**config.mk**
```make
export PLATFORM = sky130hd
export DESIGN_NAME = check_scoreboard
export DESIGN_NICKNAME = d
export VERILOG_FILES = /design/src/rtl/check_pkg.sv /design/src/rtl/sync_fifo.sv /design/src/rtl/check_scoreboard.sv
export SDC_FILE = /design/constraint.sdc
export NUM_CORES = 2
export LEC_CHECK = 0
export CAP_MARGIN = 20
export CORE_ASPECT_RATIO = 1.75
export CORE_MARGIN = 2
export CORE_UTILIZATION = 40
export CTS_CLUSTER_SIZE = 30
export DETAILED_ROUTE_END_ITERATION = 6
export PLACE_DENSITY = 0.59
export SLEW_MARGIN = 5
export SYNTH_ARGS = -nofsm -noshare
export SYNTH_HDL_FRONTEND = slang
export SYNTH_SLANG_ARGS = --single-unit
export TNS_END_PERCENT = 30
```
**constraint.sdc**
```tcl
create_clock -name clk -period 7 [get_ports clk]
set_clock_uncertainty 0.05 [all_clocks]
set_input_delay 1.4 -clock clk [delete_from_list [all_inputs] [get_ports clk]]
set_output_delay 1.4 -clock clk [all_outputs]
set_load 0.02 [all_outputs]
```
**src/rtl/check_pkg.sv**
```systemverilog
// Shared types and helpers for the expected/actual check scoreboard.
// The record type mirrors the default module configuration. A scoreboard
// built with other widths declares its own record of the same layout.
package check_pkg;

    localparam int DEF_DATA_W = 32;
    localparam int DEF_N_CH   = 4;
    localparam int DEF_TAG_W  = 16;
    localparam int DEF_CH_W   = (DEF_N_CH > 1) ? $clog2(DEF_N_CH) : 1;

    // Widest vector the helpers accept (popcount input and counter width).
    localparam int MAX_W = 64;

    typedef struct packed {
        logic [DEF_CH_W-1:0]   ch;
        logic [DEF_TAG_W-1:0]  tag;
        logic [DEF_DATA_W-1:0] expected;
        logic [DEF_DATA_W-1:0] actual;
    } fail_rec_t;

    // Count the set bits of a strobe vector; callers zero-extend to 64 bits.
    function automatic logic [6:0] popcount(input logic [MAX_W-1:0] v);
        logic [6:0] c;
        c = '0;
        for (int i = 0; i < MAX_W; i++) begin
            c = c + 7'(v[i]);
        end
        return c;
    endfunction

    // a + b clamped to 2^w - 1. w is the counter width, 1..64.
    function automatic logic [MAX_W-1:0] sat_add(input logic [MAX_W-1:0] a,
                                                 input logic [MAX_W-1:0] b,
                                                 input int unsigned     w);
        logic [MAX_W:0] sum;
        logic [MAX_W:0] lim;
        sum = {1'b0, a} + {1'b0, b};
        if (w >= MAX_W) begin
            lim = {1'b0, {MAX_W{1'b1}}};
        end else begin
            lim = ({{MAX_W{1'b0}}, 1'b1} << w) - {{MAX_W{1'b0}}, 1'b1};
        end
        return (sum > lim) ? lim[MAX_W-1:0] : sum[MAX_W-1:0];
    endfunction

endpackage

```
**src/rtl/sync_fifo.sv**
```systemverilog
// Synchronous first-word-fall-through FIFO with occupancy count.
// Handshake: the read side presents pop_data whenever pop_valid=1 and an entry
// leaves on a rising edge where pop_valid & pop_ready; pop_data reads as zero
// while empty. The write side accepts push_data on an edge where push=1 and
// either the FIFO is not full or a pop happens on that same edge.
module sync_fifo #(
    parameter int WIDTH = 8,
    parameter int DEPTH = 16,
    localparam int AW = $clog2(DEPTH),
    localparam int CW = AW + 1
) (
    input  logic             clk,
    input  logic             rst_n,
    input  logic             clear,
    input  logic             push,
    input  logic [WIDTH-1:0] push_data,
    output logic             full,
    output logic             pop_valid,
    input  logic             pop_ready,
    output logic [WIDTH-1:0] pop_data,
    output logic [CW-1:0]    count
);

    logic [WIDTH-1:0] mem [DEPTH];
    logic [AW-1:0]    wr_ptr;
    logic [AW-1:0]    rd_ptr;
    logic             do_push;
    logic             do_pop;

    // Handshake decode; a pop frees a slot for a push on the same edge.
    always_comb begin
        pop_valid = (count != '0);
        full      = (count == CW'(DEPTH));
        do_pop    = pop_valid & pop_ready;
        do_push   = push & (~full | do_pop);
        pop_data  = pop_valid ? mem[rd_ptr] : '0;
    end

    // Pointers and occupancy; pointers wrap naturally (DEPTH is a power of 2).
    always_ff @(posedge clk or negedge rst_n) begin
        if (!rst_n) begin
            wr_ptr <= '0;
            rd_ptr <= '0;
            count  <= '0;
        end else if (clear) begin
            wr_ptr <= '0;
            rd_ptr <= '0;
            count  <= '0;
        end else begin
            if (do_push) wr_ptr <= wr_ptr + AW'(1);
            if (do_pop)  rd_ptr <= rd_ptr + AW'(1);
            case ({do_push, do_pop})
                2'b10:   count <= count + CW'(1);
                2'b01:   count <= count - CW'(1);
                default: count <= count;
            endcase
        end
    end

    // Storage array; contents need no reset because reads are gated by count.
    always_ff @(posedge clk) begin
        if (do_push) mem[wr_ptr] <= push_data;
    end

endmodule

```
**src/rtl/check_scoreboard.sv**
```systemverilog
// Multi-channel masked expected/actual checker with saturating pass/fail/drop
// counters and a drainable log of failures. Counters up to 64 bits wide.
// Failing checks land in a per-channel hold register, and the lowest occupied
// hold register moves into the fail-log FIFO one entry per cycle.
module check_scoreboard
    import check_pkg::*;
#(
    parameter int DATA_W    = 32,
    parameter int N_CH      = 4,
    parameter int TAG_W     = 16,
    parameter int LOG_DEPTH = 16,
    parameter int CNT_W     = 32,
    localparam int CH_W = (N_CH > 1) ? $clog2(N_CH) : 1,
    localparam int LC_W = $clog2(LOG_DEPTH) + 1
) (
    input  logic                   clk,
    input  logic                   rst_n,
    input  logic                   clear,
    input  logic [N_CH-1:0]        chk_valid,
    input  logic [N_CH*TAG_W-1:0]  chk_tag,
    input  logic [N_CH*DATA_W-1:0] chk_expected,
    input  logic [N_CH*DATA_W-1:0] chk_actual,
    input  logic [N_CH*DATA_W-1:0] chk_mask,
    output logic [CNT_W-1:0]       pass_count,
    output logic [CNT_W-1:0]       fail_count,
    output logic [CNT_W-1:0]       drop_count,
    output logic                   any_fail,
    output logic                   log_valid,
    input  logic                   log_ready,
    output logic [CH_W-1:0]        log_ch,
    output logic [TAG_W-1:0]       log_tag,
    output logic [DATA_W-1:0]      log_expected,
    output logic [DATA_W-1:0]      log_actual,
    output logic [LC_W-1:0]        log_count
);

    typedef struct packed {
        logic [CH_W-1:0]   ch;
        logic [TAG_W-1:0]  tag;
        logic [DATA_W-1:0] expected;
        logic [DATA_W-1:0] actual;
    } rec_t;

    localparam int REC_W = $bits(rec_t);

    logic [N_CH-1:0] fail_hit;
    logic [N_CH-1:0] pass_stb;
    logic [N_CH-1:0] fail_stb;
    logic [N_CH-1:0] hold_vld;
    rec_t            hold_rec [N_CH];
    logic [N_CH-1:0] drain_sel;
    logic [N_CH-1:0] load_en;
    logic [N_CH-1:0] drop_en;
    logic            fifo_full;
    logic            drain_en;
    rec_t            push_rec;
    rec_t            head_rec;
    logic [REC_W-1:0] head_bits;

    // Masked compare per channel; an all-zero mask can never flag a difference.
    always_comb begin
        fail_hit = '0;
        for (int i = 0; i < N_CH; i++) begin
            fail_hit[i] = |((chk_expected[i*DATA_W +: DATA_W] ^
                             chk_actual[i*DATA_W +: DATA_W]) &
                            chk_mask[i*DATA_W +: DATA_W]);
        end
        pass_stb = chk_valid & ~fail_hit;
        fail_stb = chk_valid & fail_hit;
    end

    // Pick the lowest occupied hold register for the FIFO; a same-edge pop
    // makes room even when the FIFO is full.
    always_comb begin
        drain_en  = (|hold_vld) & (~fifo_full | (log_valid & log_ready));
        drain_sel = drain_en ? (hold_vld & (~hold_vld + N_CH'(1))) : '0;
        push_rec  = '0;
        for (int i = 0; i < N_CH; i++) begin
            if (drain_sel[i]) push_rec = hold_rec[i];
        end
        // A hold register that drains this edge can take a new failure.
        load_en = fail_stb & (~hold_vld | drain_sel);
        drop_en = fail_stb & hold_vld & ~drain_sel;
    end

    // Hold registers: load on failure, free when pushed into the FIFO.
    always_ff @(posedge clk or negedge rst_n) begin
        if (!rst_n) begin
            hold_vld <= '0;
            for (int i = 0; i < N_CH; i++) hold_rec[i] <= '0;
        end else if (clear) begin
            hold_vld <= '0;
            for (int i = 0; i < N_CH; i++) hold_rec[i] <= '0;
        end else begin
            for (int i = 0; i < N_CH; i++) begin
                if (load_en[i]) begin
                    hold_vld[i] <= 1'b1;
                    hold_rec[i] <= '{ch:       CH_W'(i),
                                     tag:      chk_tag[i*TAG_W +: TAG_W],
                                     expected: chk_expected[i*DATA_W +: DATA_W],
                                     actual:   chk_actual[i*DATA_W +: DATA_W]};
                end else if (drain_sel[i]) begin
                    hold_vld[i] <= 1'b0;
                end
            end
        end
    end

    // Saturating counters and the sticky failure flag.
    always_ff @(posedge clk or negedge rst_n) begin
        if (!rst_n) begin
            pass_count <= '0;
            fail_count <= '0;
            drop_count <= '0;
            any_fail   <= 1'b0;
        end else if (clear) begin
            pass_count <= '0;
            fail_count <= '0;
            drop_count <= '0;
            any_fail   <= 1'b0;
        end else begin
            pass_count <= CNT_W'(sat_add(MAX_W'(pass_count),
                                         MAX_W'(popcount(MAX_W'(pass_stb))), CNT_W));
            fail_count <= CNT_W'(sat_add(MAX_W'(fail_count),
                                         MAX_W'(popcount(MAX_W'(fail_stb))), CNT_W));
            drop_count <= CNT_W'(sat_add(MAX_W'(drop_count),
                                         MAX_W'(popcount(MAX_W'(drop_en))), CNT_W));
            if (|fail_stb) any_fail <= 1'b1;
        end
    end

    sync_fifo #(
        .WIDTH (REC_W),
        .DEPTH (LOG_DEPTH)
    ) u_log_fifo (
        .clk       (clk),
        .rst_n     (rst_n),
        .clear     (clear),
        .push      (drain_en),
        .push_data (push_rec),
        .full      (fifo_full),
        .pop_valid (log_valid),
        .pop_ready (log_ready),
        .pop_data  (head_bits),
        .count     (log_count)
    );

    // Unpack the head entry; the FIFO already zeroes it while empty.
    always_comb begin
        head_rec     = rec_t'(head_bits);
        log_ch       = head_rec.ch;
        log_tag      = head_rec.tag;
        log_expected = head_rec.expected;
        log_actual   = head_rec.actual;
    end

endmodule

```
# Word level (Yosys, flattened, before mapping)
# Memories as Yosys holds them, arrays and structs flattened.
# Index checks and enable logic that the tools add are counted.
[word_totals] register_bits=442 ram_bits=1312 in_bits=456 output_inout_bits=185 word_cells=130 mem_count=1
[op_classes] add_sub_neg=17 magnitude_cmp=3 n_eq_ne=3 muxes=37 n_bitwise=23 n_reduce_logical=19
[mem_list] name="u_log_fifo.mem" depth=16 width=82 rd=1 rd_ports_with_merged_regs=0 wr=1 line="sync_fifo.sv:24" rtl="logic [WIDTH-1:0] mem [DEPTH];"
[ops] cell="82-bit 2-to-1 mux" n=9
[ops] cell="328-bit 2-to-1 mux" n=1
[ops] cell="33-bit by 65-bit > comparator with 1-bit output" n=3
[ops] cell="32-bit 2-to-1 mux" n=6
[ops] cell="32-bit bitwise AND" n=4
[ops] cell="32-bit OR reduction" n=4
[ops] cell="32-bit bitwise XOR" n=4
[ops] cell="32-bit by 4-bit adder with 33-bit output" n=3
[ops] cell="65-bit 2-to-1 mux" n=1
[ops] cell="4-bit bitwise AND" n=6
[ops] cell="4-bit 2-to-1 mux" n=6
[ops] cell="3-bit nonzero test" n=5
[ops] cell="2-bit nonzero test" n=7
[ops] cell="3-bit by 1-bit adder with 4-bit output" n=3
[ops] cell="4-bit by 1-bit adder with 4-bit output (second input constant)" n=3
[ops] cell="1-bit 2-to-1 mux" n=12
[ops] cell="4-bit inverter" n=3
[ops] cell="5-bit one-hot mux with 2 select lines" n=1
[ops] cell="2-bit by 1-bit adder with 3-bit output" n=3
[ops] cell="4-bit OR reduction" n=2
[ops] cell="1-bit by 1-bit adder with 2-bit output" n=3
[ops] cell="5-bit by 1-bit adder with 5-bit output (second input constant)" n=1
[ops] cell="5-bit == test (second input constant)" n=1
[ops] cell="5-bit 2-to-1 mux" n=1
[ops] cell="other kinds (8)" n=10

# Depth between registers and ports, before layout
[depth] word_depth=14 ltp_mapped=18 mapped_depth_nobuf=15

# Cells and area by module
# From an unflattened synthesis, not the netlist that was laid out.
[hier_totals] cells_unflattened=4633 hier_area_um2=73257.8
[by_module_without_submodules] mod="sync_fifo" instances=1 cells_per_inst=2120 area_per_inst_um2=50666.1 seq_area_each_um2=39723.1
[by_module_without_submodules] mod="check_scoreboard" instances=1 cells_per_inst=2513 area_per_inst_um2=22591.7 seq_area_each_um2=10610.2

# Least setup slack after synthesis
# Ideal clock, no wire load.
[synth_path] path_type="input-to-reg" start="input port log_ready" end="memory u_log_fifo.mem[4][0] in the netlist's numbering (enable)" setup_ns=0.623 t_arrival_ns=7.680 required_time_ns=6.327 setup_slack_ns=-1.353 path_stages=5 n_path_buf=1 path_cell_list="nand2b_1 -> o21ba_2 -> clkbuf_1 -> nand2_1 -> nor3_1"
[synth_via] elab_chain_len=6
[synth_lines] element="start: declaration" line="check_scoreboard.sv:29" rtl="input logic log_ready,"
[synth_lines] element="1-bit bitwise AND *" line="sync_fifo.sv:34, check_scoreboard.sv:75"
[synth_lines] element="1-bit bitwise OR *" line="sync_fifo.sv:35, check_scoreboard.sv:75"
[synth_lines] element="1-bit bitwise AND" line="check_scoreboard.sv:75" rtl="drain_en = (|hold_vld) & (~fifo_full | (log_valid & log_ready));"
[synth_lines] element="1-bit bitwise AND *" line="sync_fifo.sv:35" rtl="do_push = push & (~full | do_pop);"
[synth_lines] element="1-bit 2-to-1 mux *" line="sync_fifo.sv:62" rtl="if (do_push) mem[wr_ptr] <= push_data;"
[synth_lines] element="1-bit 2-to-1 mux (not written as such) *" line="sync_fifo.sv:62"
[synth_lines] element="end: declaration" line="sync_fifo.sv:24"
# Every way passes the cells marked *; elsewhere a longest branch is shown, timed or not.

# Worst setup path after layout
[layout_path] start="input port chk_actual[88]" end="register pass_count[30]"
[layout_via] elab_chain_len=11
[layout_lines] element="start: declaration" line="check_scoreboard.sv:22" rtl="input logic [N_CH*DATA_W-1:0] chk_actual,"
[layout_lines] element="32-bit bitwise XOR *" line="check_scoreboard.sv:64" rtl="fail_hit[i] = |((chk_expected[i*DATA_W +: DATA_W] ^"
[layout_lines] element="32-bit bitwise AND *" line="check_scoreboard.sv:65" rtl="chk_actual[i*DATA_W +: DATA_W]) &"
[layout_lines] element="32-bit OR reduction *" line="check_scoreboard.sv:64"
[layout_lines] element="4-bit inverter *" line="check_scoreboard.sv:68" rtl="pass_stb = chk_valid & ~fail_hit;"
[layout_lines] element="4-bit bitwise AND *" line="check_scoreboard.sv:68"
[layout_lines] element="2-bit by 1-bit adder with 3-bit output *" line="check_pkg.sv:26" rtl="c = c + 7'(v[i]);"
[layout_lines] element="3-bit by 1-bit adder with 4-bit output *" line="check_pkg.sv:26"
[layout_lines] element="32-bit by 4-bit adder with 33-bit output *" line="check_pkg.sv:37" rtl="sum = {1'b0, a} + {1'b0, b};"
[layout_lines] element="33-bit by 65-bit > comparator with 1-bit output" line="check_pkg.sv:43" rtl="return (sum > lim) ? lim[MAX_W-1:0] : sum[MAX_W-1:0];"
[layout_lines] element="32-bit 2-to-1 mux *" line="check_pkg.sv:43"
[layout_lines] element="32-bit 2-to-1 mux *" line="check_scoreboard.sv:116" rtl="end else if (clear) begin"
[layout_lines] element="end signal: assignment" line="check_scoreboard.sv:122" rtl="pass_count <= CNT_W'(sat_add(MAX_W'(pass_count),"
[layout_lines] element="end: declaration" line="check_scoreboard.sv:24" rtl="output logic [CNT_W-1:0] pass_count,"
# Marks and branches as above.
# A chain may end at the register's enable or synchronous reset.

==> flow_metrics.tcl <==
set metrics [dict create \
    use_met1_pct 35.9 \
    syn_area_um2 72900 \
    clock_latency_ns 0.80 \
    gr-total-overflow 0 \
    htreeDepth 4 \
    slew_headroom_pct 9.62 \
    dr.pass1.iters 7 \
    cts_hold_repair.buffers 0 \
    seqPwrFrac_pct 44.3 \
    drive_above_1_share_pct 16.2 \
    r2r_end "drop_count[12]" \
    endpoint_kind "flop" \
    wl_per_cell_um 37.0 \
    start_kind "input pin" \
    min_to "hold_rec[163]" \
    die_height_um 569 \
    ys_types 58 \
    syn-num-nets 4983 \
    rr_worst_depth 14 \
    cts_resized 0 \
    synthCells 4506 \
    die_width_um 327 \
    seq_area_frac_synth_pct 69.0 \
    clock_sinks 1749 \
    slowest_delay_ns 0.89 \
    final_common_cell "edfxtp_1" \
    pwr-share-comb_pct 24.4 \
    power.density_nw_per_um2 310 \
    portBuffers 640 \
    layout_common_cells "1312 x edfxtp_1, 638 x clkdlybuf4s50_1, 472 x a21oi_1" \
    vias 46400 \
    ys.flop_type "edfxtp_1" \
    cap_violations 0 \
    dpl_cell_area_um2 82500 \
    intPower_uw 19500 \
    postRouteAntennaNets 0 \
    viasPerCell 6.02 \
    finalInstanceArea_um2 87700 \
    numCtsBuffers 161 \
    yosys_warnings 0 \
    clk_transition_reported_paths_ns 0.07 \
    clockPowerShare_pct 31.3 \
    ys_seq_elements 1749 \
    gp_congestion 1.13 \
    drc_errors 27 \
    grt_max_degree 177 \
    grt-busiest-layer "met2" \
    n_fill_cell 15600 \
    rsz0062_at_grt "no" \
    whs_path_depth 2 \
    cp_max_fo 7 \
    pin_count 641 \
    hold_path_class "flop to flop" \
    seq_area_um2 50300 \
    start_util_pct 40.2 \
    r2r_slack_ns 2.35 \
    grt_usage_pct 30.3 \
    r2r_start "u_log_fifo.count[0]" \
    cts_tree "yes" \
    drv_slew 0 \
    dp_hpwl_um 198000 \
    use_met3_pct 8.16 \
    clock_path_buffers 4 \
    syn-mean-instance-area_um2 16.2 \
    fmax_ghz 0.158 \
    path_cells "clkdlybuf4s50_1 > xor2_1 > a22oi_1 > nand4_1 > nor4_1 > nand2_1 > fa_1 > fa_1 > fa_1 > and3b_1 > nand2_1 > nor4_4 > buf_4 > nand2_1 > nor4bb_1 > nor3_1" \
    layout.nets 5606 \
    clockRootBuffer "clkbuf_16" \
    synth-async-reset-ratio_pct 25.0 \
    synth_edf_count 1312 \
    outcome "finished with violations" \
    whs_ns 0.461 \
    ir_worst_vdd_mv 0.206 \
    violations "DRC" \
    arrival_ns 6.92 \
    drtIter0Drc 5270 \
    hp-start "hold_rec[163]" \
    rows 207 \
    die-area_um2 186000 \
    period_needed_ns 6.31 \
    core_area_um2 182000 \
    post-route-period-util_pct 90.2 \
    grt_pass1_vias 46800 \
    grt_pass1_wl_um 388000 \
    syn2layout_area_growth_pct 20.3 \
    critPathKind "input pin to flop" \
    use_met2_pct 47.7 \
    hold_violations 0 \
    routed_wirelength_um 285000 \
    post_cts_buffers 0 \
    total_power_uw 27200 \
    setup_viol_count_final 0 \
    multi_input_area_um2 21100 \
    worstMarginPinSlew_ns 1.35 \
    p_switching_uw 7710 \
    swShare_pct 28.3 \
    p_leak_uw 0.0299 \
    slowest_stage "clkdlybuf4s50_1" \
    antenna_found_initial 108 \
    crit_required_ns 7.60 \
]
==> synth_stat cells, types with 3 or more instances <==
cell / instances / share of area [%]
edfxtp_1: 1312 / 54
a21oi_1: 477 / 3.3
dfrtp_1: 437 / 15
mux4_2: 410 / 13
nand3_1: 363 / 2.5
o21ai_0: 270 / 1.9
clkbuf_1: 200 / 1.0
xor2_1: 190 / 2.3
nand2_1: 104 / 0.54
and2_1: 99 / 0.85
nor2_1: 93 / 0.48
a222oi_1: 80 / 1.1
buf_2: 66 / 0.45
a22oi_1: 64 / 0.66
o21ai_1: 56 / 0.38
buf_1: 33 / 0.17
nand4_1: 33 / 0.28
xnor2_1: 29 / 0.35
inv_1: 27 / 0.14
buf_6: 24 / 0.37
and3_1: 18 / 0.15
clkbuf_2: 16 / 0.11
ha_1: 11 / 0.19
nor3_1: 11 / 0.075
fa_1: 10 / 0.27
nor4_1: 8 / 0.069
buf_4: 7 / 0.072
a211oi_1: 4 / 0.041
and4_1: 4 / 0.048
nand2b_1: 4 / 0.034
nor2b_1: 4 / 0.034
o41a_1: 4 / 0.062
inv_2: 3 / 0.015
mux2i_1: 3 / 0.041
==> layer usage <==
metal	routed length, um	vias up
li1	-	19100
met1	102000	24500
met2	135000	2204
met3	24100	601
met4	24100	62
met5	395	-
==> critical path, delay by kind of cell <==
| family | cells | cell delay [ns] |
|---|---|---|
| compound gates | 1 | 0.37 |
| xor+xnor | 1 | 0.35 |
| fa+ha+maj | 3 | 1.60 |
| buf+inv | 2 | 1.18 |
| simple gates | 9 | 1.98 |
==> state kept, by name (all words and copies together), names as in the netlist <==
register	flops
drop_count	32
hold_rec	323
u_log_fifo.wr_ptr	4
u_log_fifo.mem	1312
u_log_fifo.rd_ptr	4
fail_count	32
hold_vld	4
u_log_fifo.count	5
any_fail	1
pass_count	32
==> worst max path at each step <==
stage	from	end	cells past startpoint
after floorplan	log_ready	u_log_fifo.mem[4][0]	5
after global placement	chk_expected[76]	pass_count[30]	16
after detailed placement	chk_expected[76]	pass_count[30]	16
after CTS	chk_expected[76]	pass_count[30]	16
after global routing	chk_expected[12]	pass_count[30]	16
final	chk_actual[88]	pass_count[30]	16
==> cell type report <==
cell class | instances | area share [%]
Sequential cell | 1749 | 57.4
Clock inverter | 66 | 0.633
Tap cell | 2403 | 3.43
Clock buffer | 209 | 4.97
Inverter | 31 | 0.134
Timing Repair Buffer | 806 | 9.24
Multi-Input combinational cell | 2380 | 24.0
Antenna cell | 73 | 0.208
==> power by group through the flow <==
| stage | Clock, uW | Combinational [uW] | Sequential (uW) |
|---|---|---|---|
| detailed placement | 0 | 6760 | 12300 |
| global placement | 0 | 6730 | 12300 |
| global route | 9040 | 7030 | 12100 |
| finish | 8540 | 6640 | 12100 |
| CTS | 8680 | 6770 | 12100 |
| floorplan | 0 | 3910 | 12200 |
==> kinds of logic (layout without fill, tap and decap cells) <==
group / Yosys count / after routing / synth area share (%)
muxes: 413 / 413 / 12.7
xor gates and xnor gates: 219 / 219 / 2.63
DFF: 1749 / 1749 / 69.0
AOI/OAI and AO/OA: 968 / 968 / 7.51
other: 0 / 73 / 0
buffers and inverters: 377 / 1112 / 2.37
adders and majority gates: 21 / 21 / 0.463
and+or+nand+nor: 759 / 759 / 5.33
==> metrics by stage <==
step / cells / setup WS (ns) / setup TNS, ns / util, %
after floorplan: 4506 / -1.35 / -443.74 / -
after global placement: 7350 / -0.293 / -1.01 / 45.4
after detailed placement: 7355 / -0.162 / -0.262 / 45.5
after CTS: 7630 / 0.679 / 0 / 48.2
after global routing: 7654 / 0.650 / 0 / 48.2
final: 7717 / 0.688 / 0 / 48.3
Note: power is estimated with default switching activity, not from simulation.
